### src/rtl/imm_gen_pipe.sv
// imm_gen_pipe: multi-lane registered immediate generator for the decode stage.
// Each lane decodes opcode[6:0] into a sign-extended XLEN immediate, a 3-bit
// format code and an illegal flag. Results are registered behind a valid/ready
// handshake with an output register (OUT) and a skid register (SKID).
// Ports:
//   clk, reset (async, active-high), flush (sync, drops all held beats)
//   in_valid/in_ready, in_lane_valid[LANES], in_instr[LANES*32]
//   out_valid/out_ready, out_lane_valid[LANES], out_imm[LANES*XLEN],
//   out_fmt[LANES*3], out_illegal[LANES]

// imm_gen_lane: combinational decode of one instruction slot.
// Ports: lane_valid, instr[31:0] in; imm[XLEN], fmt[3], illegal out.
module imm_gen_lane #(
    parameter int XLEN = 32
) (
    input  logic            lane_valid,
    input  logic [31:0]     instr,
    output logic [XLEN-1:0] imm,
    output logic [2:0]      fmt,
    output logic            illegal
);
    localparam logic [2:0] FMT_R = 3'd0, FMT_I = 3'd1, FMT_S = 3'd2, FMT_B = 3'd3,
                           FMT_U = 3'd4, FMT_J = 3'd5, FMT_SH = 3'd6, FMT_ILL = 3'd7;
    localparam bit RV64 = (XLEN == 64);

    logic [6:0]  opcode;
    logic        is_shift;
    logic [31:0] imm_i, imm_s, imm_b, imm_u, imm_j;
    logic [XLEN-1:0] shamt;

    assign opcode   = instr[6:0];
    assign is_shift = (instr[14:12] == 3'b001) || (instr[14:12] == 3'b101);

    // All formats are built as 32-bit signed values, then sign-extended to XLEN.
    assign imm_i = {{20{instr[31]}}, instr[31:20]};
    assign imm_s = {{20{instr[31]}}, instr[31:25], instr[11:7]};
    assign imm_b = {{19{instr[31]}}, instr[31], instr[7], instr[30:25], instr[11:8], 1'b0};
    assign imm_u = {instr[31:12], 12'b0};
    assign imm_j = {{11{instr[31]}}, instr[31], instr[19:12], instr[20], instr[30:21], 1'b0};

    // Only the full-width OP-IMM shifts get a 6-bit shamt on RV64; the *W shifts stay 5-bit.
    assign shamt = (RV64 && opcode == 7'b0010011) ? XLEN'(instr[25:20]) : XLEN'(instr[24:20]);

    always_comb begin
        imm     = '0;
        fmt     = FMT_R;
        illegal = 1'b0;
        if (lane_valid) begin
            case (opcode)
                7'b0000011, 7'b1100111: begin
                    imm = XLEN'(signed'(imm_i));
                    fmt = FMT_I;
                end
                7'b0010011: begin
                    imm = is_shift ? shamt : XLEN'(signed'(imm_i));
                    fmt = is_shift ? FMT_SH : FMT_I;
                end
                7'b0011011: begin
                    if (RV64) begin
                        imm = is_shift ? shamt : XLEN'(signed'(imm_i));
                        fmt = is_shift ? FMT_SH : FMT_I;
                    end else begin
                        fmt     = FMT_ILL;
                        illegal = 1'b1;
                    end
                end
                7'b0100011: begin
                    imm = XLEN'(signed'(imm_s));
                    fmt = FMT_S;
                end
                7'b1100011: begin
                    imm = XLEN'(signed'(imm_b));
                    fmt = FMT_B;
                end
                7'b0110111, 7'b0010111: begin
                    imm = XLEN'(signed'(imm_u));
                    fmt = FMT_U;
                end
                7'b1101111: begin
                    imm = XLEN'(signed'(imm_j));
                    fmt = FMT_J;
                end
                7'b0110011, 7'b0001111, 7'b1110011: fmt = FMT_R;
                7'b0111011: begin
                    if (!RV64) begin
                        fmt     = FMT_ILL;
                        illegal = 1'b1;
                    end
                end
                default: begin
                    fmt     = FMT_ILL;
                    illegal = 1'b1;
                end
            endcase
        end
    end
endmodule

module imm_gen_pipe #(
    parameter int LANES = 2,
    parameter int XLEN  = 32
) (
    input  logic                  clk,
    input  logic                  reset,
    input  logic                  flush,
    input  logic                  in_valid,
    output logic                  in_ready,
    input  logic [LANES-1:0]      in_lane_valid,
    input  logic [LANES*32-1:0]   in_instr,
    output logic                  out_valid,
    input  logic                  out_ready,
    output logic [LANES-1:0]      out_lane_valid,
    output logic [LANES*XLEN-1:0] out_imm,
    output logic [LANES*3-1:0]    out_fmt,
    output logic [LANES-1:0]      out_illegal
);
    typedef struct packed {
        logic [LANES-1:0]           lv;
        logic [LANES-1:0][XLEN-1:0] imm;
        logic [LANES-1:0][2:0]      fmt;
        logic [LANES-1:0]           ill;
    } beat_t;

    logic [LANES-1:0][XLEN-1:0] dec_imm;
    logic [LANES-1:0][2:0]      dec_fmt;
    logic [LANES-1:0]           dec_ill;
    beat_t dec, out_q, skid_q;
    logic  out_vld, skid_vld;
    logic  accept, out_free;

    for (genvar g = 0; g < LANES; g++) begin : g_lane
        imm_gen_lane #(.XLEN(XLEN)) u_lane (
            .lane_valid (in_lane_valid[g]),
            .instr      (in_instr[32*g +: 32]),
            .imm        (dec_imm[g]),
            .fmt        (dec_fmt[g]),
            .illegal    (dec_ill[g])
        );
    end

    assign dec = '{lv: in_lane_valid, imm: dec_imm, fmt: dec_fmt, ill: dec_ill};

    // in_ready depends only on registered state, so out_ready never reaches it combinationally.
    assign in_ready = !skid_vld;
    assign accept   = in_valid && in_ready;
    assign out_free = !out_vld || out_ready;

    always_ff @(posedge clk or posedge reset) begin
        if (reset) begin
            out_vld  <= 1'b0;
            skid_vld <= 1'b0;
            out_q    <= '0;
            skid_q   <= '0;
        end else if (flush) begin
            out_vld  <= 1'b0;
            skid_vld <= 1'b0;
        end else if (out_free) begin
            if (skid_vld) begin
                out_q    <= skid_q;
                out_vld  <= 1'b1;
                skid_vld <= accept;
                if (accept) skid_q <= dec;
            end else if (accept) begin
                out_q   <= dec;
                out_vld <= 1'b1;
            end else begin
                out_vld <= 1'b0;
            end
        end else if (accept) begin
            skid_q   <= dec;
            skid_vld <= 1'b1;
        end
    end

    assign out_valid      = out_vld;
    assign out_lane_valid = out_q.lv;
    assign out_imm        = out_q.imm;
    assign out_fmt        = out_q.fmt;
    assign out_illegal    = out_q.ill;
endmodule

### config.mk
export PLATFORM = sky130hd
export DESIGN_NAME = imm_gen_pipe
export DESIGN_NICKNAME = d
export VERILOG_FILES = /design/src/rtl/imm_gen_pipe.sv
export SDC_FILE = /design/constraint.sdc
export NUM_CORES = 1
export LEC_CHECK = 0
export BUFFER_PORTS_ARGS = -buffer_cell sky130_fd_sc_hd__buf_2
export CAP_MARGIN = 0
export CORE_MARGIN = 4
export CORE_UTILIZATION = 60
export CTS_BUF_LIST = sky130_fd_sc_hd__clkbuf_4
export DETAILED_ROUTE_END_ITERATION = 8
export PLACE_DENSITY_LB_ADDON = 0.08
export SYNTH_ARGS = -nofsm -noshare
export SYNTH_HDL_FRONTEND = slang
export SYNTH_HIERARCHICAL = 1
export SYNTH_SLANG_ARGS = --single-unit
### constraint.sdc
create_clock -name clk -period 11.29 [get_ports clk]
set_input_delay 0.5645 -clock clk [delete_from_list [all_inputs] [get_ports clk]]
set_output_delay 0.5645 -clock clk [all_outputs]
set_load 0.01 [all_outputs]
# Yosys cells after proc, flatten, opt, wreduce, memory -nomap -nowiden
# Cells that the tools add are included.
dict set report totals {
  elab_cells 90
  output_inout_bits 76
  inputBits 71
  reg_bits 150
}
dict set report op_classes {
  reduce_logical 19
  bitwise 1
  muxes 29
  eq_ne 27
}
# cell n
set ops {}
lappend ops {{one-hot mux 32 bit (6 select lines)} 2}
lappend ops {{2-to-1 mux 74 bit} 5}
lappend ops {{2-to-1 mux 32 bit} 4}
lappend ops {{== test 7 bit (second input constant)} 8}
lappend ops {{== test 7 x 6 -> 1 bit (second input constant)} 6}
lappend ops {{one-hot mux 3 bit (7 select lines)} 2}
lappend ops {{== test 7 x 5 -> 1 bit (second input constant)} 4}
lappend ops {{OR reduction 11 bit} 2}
lappend ops {{== test 7 x 2 -> 1 bit (second input constant)} 2}
lappend ops {{== test 7 x 4 -> 1 bit (second input constant)} 2}
lappend ops {{2-to-1 mux 1 bit} 12}
lappend ops {{2-to-1 mux 3 bit} 4}
lappend ops {{OR reduction 2 bit} 4}
lappend ops {{== test 3 x 1 -> 1 bit (second input constant)} 2}
lappend ops {{== test 3 bit (second input constant)} 2}
lappend ops {{OR reduction 3 bit} 2}
lappend ops {{nonzero test 2 bit} 2}
lappend ops {{logical OR 1 bit} 3}
lappend ops {{AND reduction 3 bit} 1}
lappend ops {{nonzero test 3 bit} 1}
lappend ops {{logical NOT 1 bit} 2}
lappend ops {{!= test 2 bit (second input constant)} 1}
lappend ops {{AND reduction 2 bit} 1}
lappend ops {{logical AND 1 bit} 1}
lappend ops {{inverter 1 bit} 1}

# Depth between registers and ports, before layout
# Gate-level depths: netlist of run 1.
dict set report depth {
  word_depth 8
  depth_mapped 9
  depth_no_buf 6
}

# Hierarchy
# The synthesis of run 1 kept the hierarchy.
# mod seq_area_each_um2 area_each_um2 cells_each instances
set by_module_without_submodules {}
lappend by_module_without_submodules {imm_gen_pipe 3753.6 6661.4 406 1}
lappend by_module_without_submodules {imm_gen_lane 0.0 718.2 114 2}

# Least setup slack after synthesis of run 1
# OpenSTA, ideal clock, no wires.
dict set report synth_path {
  path_kind {input-to-reg}
  start {in in_instr[5]}
  end {reg out_q, in the netlist out_imm[31]}
  arrival_ns 2.234
  required_time_ns 11.163
  n_path_buf 2
  stages 8
  setup_time_ns 0.127
  setup_slack_ns 8.929
  path_cell_list {buf_4 -> or2b_2 -> nor2_4 -> buf_6 -> or3_1 -> o311a_1 -> mux2_2 -> mux2_1}
}
# item line_no
set synth_rtl {}
lappend synth_rtl {{start: declaration} 109} ;# input logic [LANES*32-1:0] in_instr,
lappend synth_rtl {{end signal: assignment} 159} ;# out_q <= skid_q;
lappend synth_rtl {{end: declaration} 127} ;# beat_t dec, out_q, skid_q;

# Final worst setup path of run 1
dict set report layout_path {
  start {reg skid_vld}
  end {reg out_q, in the netlist out_imm[38]}
}
dict set report layout_between {
  elab_chain_cells 4
  word_cells_on_any_way 5
  classes_between {1 x mux; 4 x reduce/logical}
}
# item line_no
set layout_lines {}
lappend layout_lines {{start: declaration} 128} ;# logic out_vld, skid_vld;
lappend layout_lines {{start signal: assignment} 161} ;# skid_vld <= accept;
lappend layout_lines {{logical NOT 1 bit} 144} ;# assign in_ready = !skid_vld;
lappend layout_lines {{logical AND 1 bit} 145} ;# assign accept = in_valid && in_ready;
lappend layout_lines {{nonzero test 2 bit (no line)} -}
lappend layout_lines {{AND reduction 3 bit (no line)} -}
# Several ways; a longest one is shown, not always the timed one.
# A chain may end at the register's enable or synchronous reset.

==> flow_summary.yaml, run 1 <==
outcome:
  outcome: "completed"
critical_path:
  cp_max_fo: 77
  crit_type: "flip-flop to flip-flop"
  cp-end-kind: "flip-flop"
  crit_path_start_kind: "flip-flop"
  worstPathArrival_ns: 3.99
  worstPathRequired_ns: 11.70
clock_network:
  clock_latency_ns: 0.52
  cts_made_buffers: 17
  ctsHoldBuffers: 0
  cts_resized: 0
  clkTransAtPathRegs_ns: 0.12
  clock_tree.buffer_depth: 2
  post_cts_buffers: 0
  cts_tree: "built"
  root_buffer: "clkbuf_4"
  h-tree-depth: 4
  cts.sinks: 150
floorplan:
  ioPinCount: 147
  die_x_um: 124.2
  core-area_um2: 13240
  die_h_um: 124.2
  die-area_um2: 15420
  floorplan.initialDensity: 0.6115
  num_rows: 42
timing:
  hold_viol: 0
  worst_pin_slew_ns: 1.192
  period_share: 0.3173
  fmax_ghz: 0.2791
  fin_worst_skew_ns: 0.01080
  maxSlewHeadroom: 0.2027
  hold-worst-slack_ns: 0.1107
  slew_viol_final: 0
  fin_setup_tns_ns: 0
  grt_setup_unrepaired: "no"
  setup_viol: 0
  setup_slack_ns: 7.707
  fin_crit_ns: 3.583
layout:
  drive_above_1_share: 0.3787
  utilization: 0.6811
  area_delta_synth_final_pct: 11.39
  antenna_cells: 0
  fillers: 1020
  nets: 829
  seq_area_um2: 3757
  layout.cells.non_filler: 947
  multiInputGateArea_um2: 3985
  final_area_um2: 9020
synthesis:
  postSynthAreaPerCell_um2: 12.77
  syn_area_um2: 8098
  synth_edf_count: 0
  ys_top_cells_by_count: "dfrtp_1, mux2_1, mux2_2"
  yosysMostFrequentCell: "dfrtp_1"
  yosysSeqAreaShare: 0.4635
  ys_async_sr_fraction: 1.000
  synth_area_leader_cell: "dfrtp_1"
  synth_cell_types: 45
  yosys_warnings: 6
  synth_largest_type_area_fraction: 0.4635
  synth-seq-cells: 150
  syn_nets: 705
  syn_inst: 634
  synthFlopType: "dfrtp_1"
  synthTopCellsByArea: "dfrtp_1, mux2_1, mux2_2, mux2_4, buf_6"
routing:
  drt-total-wl_um: 17370
  drt-initial-drc-count: 274
  ant_nets: 0
  drc_errors: 0
  routedWlPerCell_um: 18.34
  viasPerCell: 5.792
  drt_first_pass_iters: 5
  via_count: 5485
placed_design:
  place_ws_ns: 7.652
  place.gp.congestion: 0.9112
  port_buffers: 146
  placed_area_um2: 8758
  place_inst: 915
  dpl.hpwl_um: 12010
grt:
  grt_pass1_vias: 5482
  grt_util_all_layers: 0.2306
  grt_max_degree: 78
  antenna_found_initial: 0
  grt-ovfl-total: 0
  grt_pass1_wl_um: 27700
pwr:
  total_power_mw: 0.9872
  peakVddDrop_mv: 0.06660
  power_density_nw_per_um2: 109.4
  p_leak_nw: 4.615
hold_path:
  hold_class: "primary input to asynchronous set/reset pin"
flow_run:
  maxCapViolCount: 0
final cells by class:
| cell class | count | share of cell area |
|---|---|---|
| multi-input combinational | 432 | 0.4418 |
| sequential | 150 | 0.4166 |
| timing repair buffer | 151 | 0.08517 |
| tap | 176 | 0.02441 |
| clock buffer | 20 | 0.01665 |
| clock inverter | 12 | 0.01235 |
| inverter | 6 | 0.003052 |
flip-flops by register name (all words and copies together), names as in the netlist:
register        cells
skid_q             74
skid_vld            1
out_valid           1
out_imm            64
out_illegal         2
out_lane_valid      2
out_fmt             6
cells in the final DEF (no fill, tap or decap), types with 4 or more instances in the layout:
master	netlist	final
o31ai_1	4	4
and2_1	12	12
clkinv_2	0	4
a22oi_1	8	8
dfrtp_1	150	149
nor2b_1	10	10
mux2_4	30	30
mux2_1	139	139
mux2_2	53	53
nor4_1	4	4
o21ai_0	26	26
clkinv_1	0	4
clkbuf_4	0	20
buf_2	8	146
o211ai_1	4	4
nand2_1	34	34
a21oi_1	43	43
nor3_1	5	5
inv_1	6	5
buf_4	8	5
nor3b_2	4	4
nor2_1	9	9
final timing paths:
path	cells after the start	slack, ns	endpoint	start
worst max-delay path	4	7.71	out_imm[38]	skid_vld
worst min-delay path	2	0.11	out_imm[21]	reset
worst max register to register	4	7.71	out_imm[38]	skid_vld
worst min register to register	1	0.49	out_lane_valid[1]	out_lane_valid[1]
max in group asynchronous	3	9.71	skid_q[21]	reset
min in group clk	2	0.25	out_valid	flush
report_power, final:
| part | leakage (nW) | internal [mW] | switching [mW] |
|---|---|---|---|
| logic | 2.41 | 0.0475 | 0.0569 |
| registers | 2.05 | 0.557 | 0.0126 |
| clock network | 0.146 | 0.135 | 0.179 |
| total | 4.62 | 0.739 | 0.248 |
cell families after synthesis:
logic type             share of synthesized area
muxes                                     0.3226
DFF                                       0.4635
and+or+nand+nor                          0.08467
AOI/OAI and AO/OA                        0.07973
buffers and inverters                    0.04944
per-layer routing:
metal / global-route usage / up-vias / wire (µm)
met5: 0 / - / 0
li1: - / 2552 / -
met1: 0.3188 / 2765 / 7676
met3: 0.05767 / 20 / 1025
met2: 0.3628 / 148 / 8450
met4: 0.06639 / 0 / 221
critical path, cell delays in order, from the launching register on:
cell,delay [ns]
dfrtp_4,1.17
nor2_2,0.16
nor3_4,0.84
buf_4,0.83
mux2_2,0.42
Power figures use the tool's default switching activity.
==> run 2: changes to the inputs <==
ABC_AREA = 1   (was default)
CORE_UTILIZATION = 54   (was 60)
clock period = 3.1 ns   (was 11.29 ns; I/O delays follow)
==> run 2 against run 1 <==
Area after synthesis is 17% higher; global-route usage increased by 4.3 points; critical path depth shrank 1; first-iteration DRC count rose to 2.9 times the previous value; design area grew 15%; final cell count rose by 86%; register-to-register slack worse by 6.8 ns; core utilization shrank 7.9 points; clock skew rose by 0.0066 ns; worst hold slack better by 0.027 ns; wire length rose by 53%; largest cell class unchanged.
==> flow_summary.yaml, run 2 <==
critical_path:
  cp_max_fo: 75
  path_delay_family: "buffers and inverters"
  cp_num_buf_inv: 3
  crit_type: "flip-flop to output port"
  cp-end-kind: "output port"
  worstPathRequired_ns: 2.94
  worstRegToRegCells: 5
  crit_cells: 3
  crit_path_max_incr_delay_ns: 0.68
  crit_chain: "inv_2 > buf_4 > buf_2"
  worstPathArrival_ns: 2.27
  crit_slowest_cell: "buf_4"
  crit_path_start_kind: "flip-flop"
routing:
  ant_nets: 0
  drt-total-wl_um: 26640
  drt-initial-drc-count: 786
  routedWlPerCell_um: 15.08
  top_layer_used: "met4"
  wl_met2_um: 11510
  drc_errors: 0
  wl_met3_um: 1979
  via_count: 9479
  drt_first_pass_iters: 6
  met1Wirelength_um: 12790
  viasPerCell: 5.367
synthesis:
  synthTopCellsByArea: "dfrtp_1, nand2_1, nand3_1, nor2_1, buf_2"
  synth_largest_type_area_fraction: 0.3975
  synthFlopType: "dfrtp_1"
  synth-seq-cells: 150
  synth_edf_count: 0
  yosysMostFrequentCell: "nand2_1"
  syn_nets: 1516
  syn_area_um2: 9444
  synth_area_leader_cell: "dfrtp_1"
  syn_inst: 1445
  yosysSeqAreaShare: 0.3975
  synth_cell_types: 21
  ys_top_cells_by_count: "nand2_1, nand3_1, dfrtp_1"
  yosys_warnings: 6
  postSynthAreaPerCell_um2: 6.536
  ys_async_sr_fraction: 1.000
timing:
  grt_setup_unrepaired: "no"
  fin_setup_tns_ns: 0
  slew_viol_final: 0
  worst_pin_slew_ns: 0.9172
  setup_viol: 0
  fin_worst_skew_ns: 0.01739
  maxSlewHeadroom: 0.3878
  setup_slack_ns: 0.6760
  fmax_ghz: 0.4125
  period_share: 0.7819
  hold_viol: 0
  fin_crit_ns: 2.424
floorplan:
  die_h_um: 140.2
  ioPinCount: 147
  num_rows: 48
  die_x_um: 140.2
  die-area_um2: 19670
  core-area_um2: 17240
  floorplan.initialDensity: 0.5479
clock_network:
  cts.sinks: 150
  cts_made_buffers: 17
  cts_tree: "built"
  root_buffer: "clkbuf_4"
  h-tree-depth: 4
  clkTransAtPathRegs_ns: 0.13
  clock_latency_ns: 0.57
  clock_tree.buffer_depth: 2
layout:
  drive_above_1_share: 0.1682
  final_common_cell: "nand2_1"
  final_area_um2: 10380
  largest-register: "skid_q"
  area_delta_synth_final_pct: 9.923
  layout.cells.non_filler: 1766
  layout_common_cells: "nand2_1, nand3_1, dfrtp_1"
  largest_reg_flops: 74
  nets: 1599
  fillers: 1679
pwr:
  p_int_mw: 2.596
  p_leak_nw: 6.131
  p_clk_frac: 0.300
  peakVddDrop_mv: 0.2386
  switching_share: 0.3096
  switchingPower_mw: 1.164
  power_frac_seq: 0.556
  pwr-share-comb: 0.144
  power_density_nw_per_um2: 362.1
grt:
  grt_pass1_wl_um: 44590
  grt_pass1_vias: 8657
  grt-ovfl-total: 0
  grt_util_all_layers: 0.2737
  grt_max_degree: 151
  antenna_found_initial: 1
hold_path:
  hold_depth: 7
  hold_class: "primary input to flip-flop"
flow_run:
  maxCapViolCount: 0
placed_design:
  place_ws_ns: 0.8904
  place.gp.congestion: 0.9207
  place_inst: 1728
  port_buffers: 146
  dpl.hpwl_um: 16940
  placed_area_um2: 10070
outcome:
  outcome: "completed"
run 2: cell count changes after synthesis, sizes merged, moves of 15 or more:
cell	change
nand2	+602
inv	+38
mux2	-222
a21oi	-42
nor2	+133
o21ai	-22
clkbuf	+15
buf	+47
nand3	+351
run 2: cells by family (layout without fill, tap and decap cells):
logic type             after synthesis  after routing  share of synthesized area
other                                0              1                          0
buffers and inverters              152            247                    0.08201
AOI/OAI and AO/OA                    5              5                   0.002649
and+or+nand+nor                   1138           1138                     0.5179
DFF                                150            150                     0.3975
run 2: final cells by class:
class	count	area, µm²	share of cell area
Sequential cell	150	3755	0.3617
Tap cell	225	281.5	0.02712
Clock buffer	18	135.1	0.01302
Timing Repair Buffer	172	978.4	0.09425
Clock inverter	13	108.9	0.01049
Antenna cell	1	2.502	0.0002411
Inverter	44	168.9	0.01627
Multi-Input combinational cell	1143	4951	0.4769
run 2: worst reg2reg max path: stages (launching register included):
cell and delay, ns:
dfrtp_2 0.60, nor2_4 0.19, nand3_2 0.71, buf_12 0.48, nand2_1 0.10, nand2_1 0.06
run 2: per-stage QoR:
step	util	total power, mW	hold WS [ns]
3_5_place_dp	0.5845	2.663	0.4465
3_3_place_gp	0.5845	2.655	0.4390
4_1_cts	0.6021	3.794	0.09451
5_1_grt	0.6023	3.961	0.1342
6_report	0.6023	3.759	0.1380
2_1_floorplan	-	2.454	0.2181
run 2: power groups by stage:
| stage | Combinational (mW) | Clock (mW) | Sequential [mW] |
|---|---|---|---|
| final | 0.542 | 1.13 | 2.09 |
| after global placement | 0.530 | 0 | 2.12 |
| after global routing | 0.607 | 1.25 | 2.10 |
| after CTS | 0.545 | 1.16 | 2.09 |
| after detailed placement | 0.538 | 0 | 2.12 |
| after floorplan | 0.319 | 0 | 2.14 |
run 2: repair_timing:
action	CTS	global route
hold endpoints to repair	154	0
setup buffers	0	0
endpoints found under the setup margin	0	0
hold buffers	6	0
gates resized for setup	0	0
run 2: worst paths after layout:
path | from | endpoint | slack, ns
max | skid_vld | in_ready | 0.68
min | in_instr[22] | skid_q[10] | 0.14
max reg2reg | skid_vld | skid_q[58] | 0.86
min reg2reg | skid_q[51] | skid_q[51] | 0.48
max in group asynchronous | reset | out_imm[34] | 2.12
min in group asynchronous | reset | skid_q[21] | 0.36
run 2: layer usage:
metal,GRT usage,up-vias
met5,0,-
met4,0.07547,0
met3,0.04780,30
met2,0.3936,346
met1,0.4245,4358
li1,-,4745
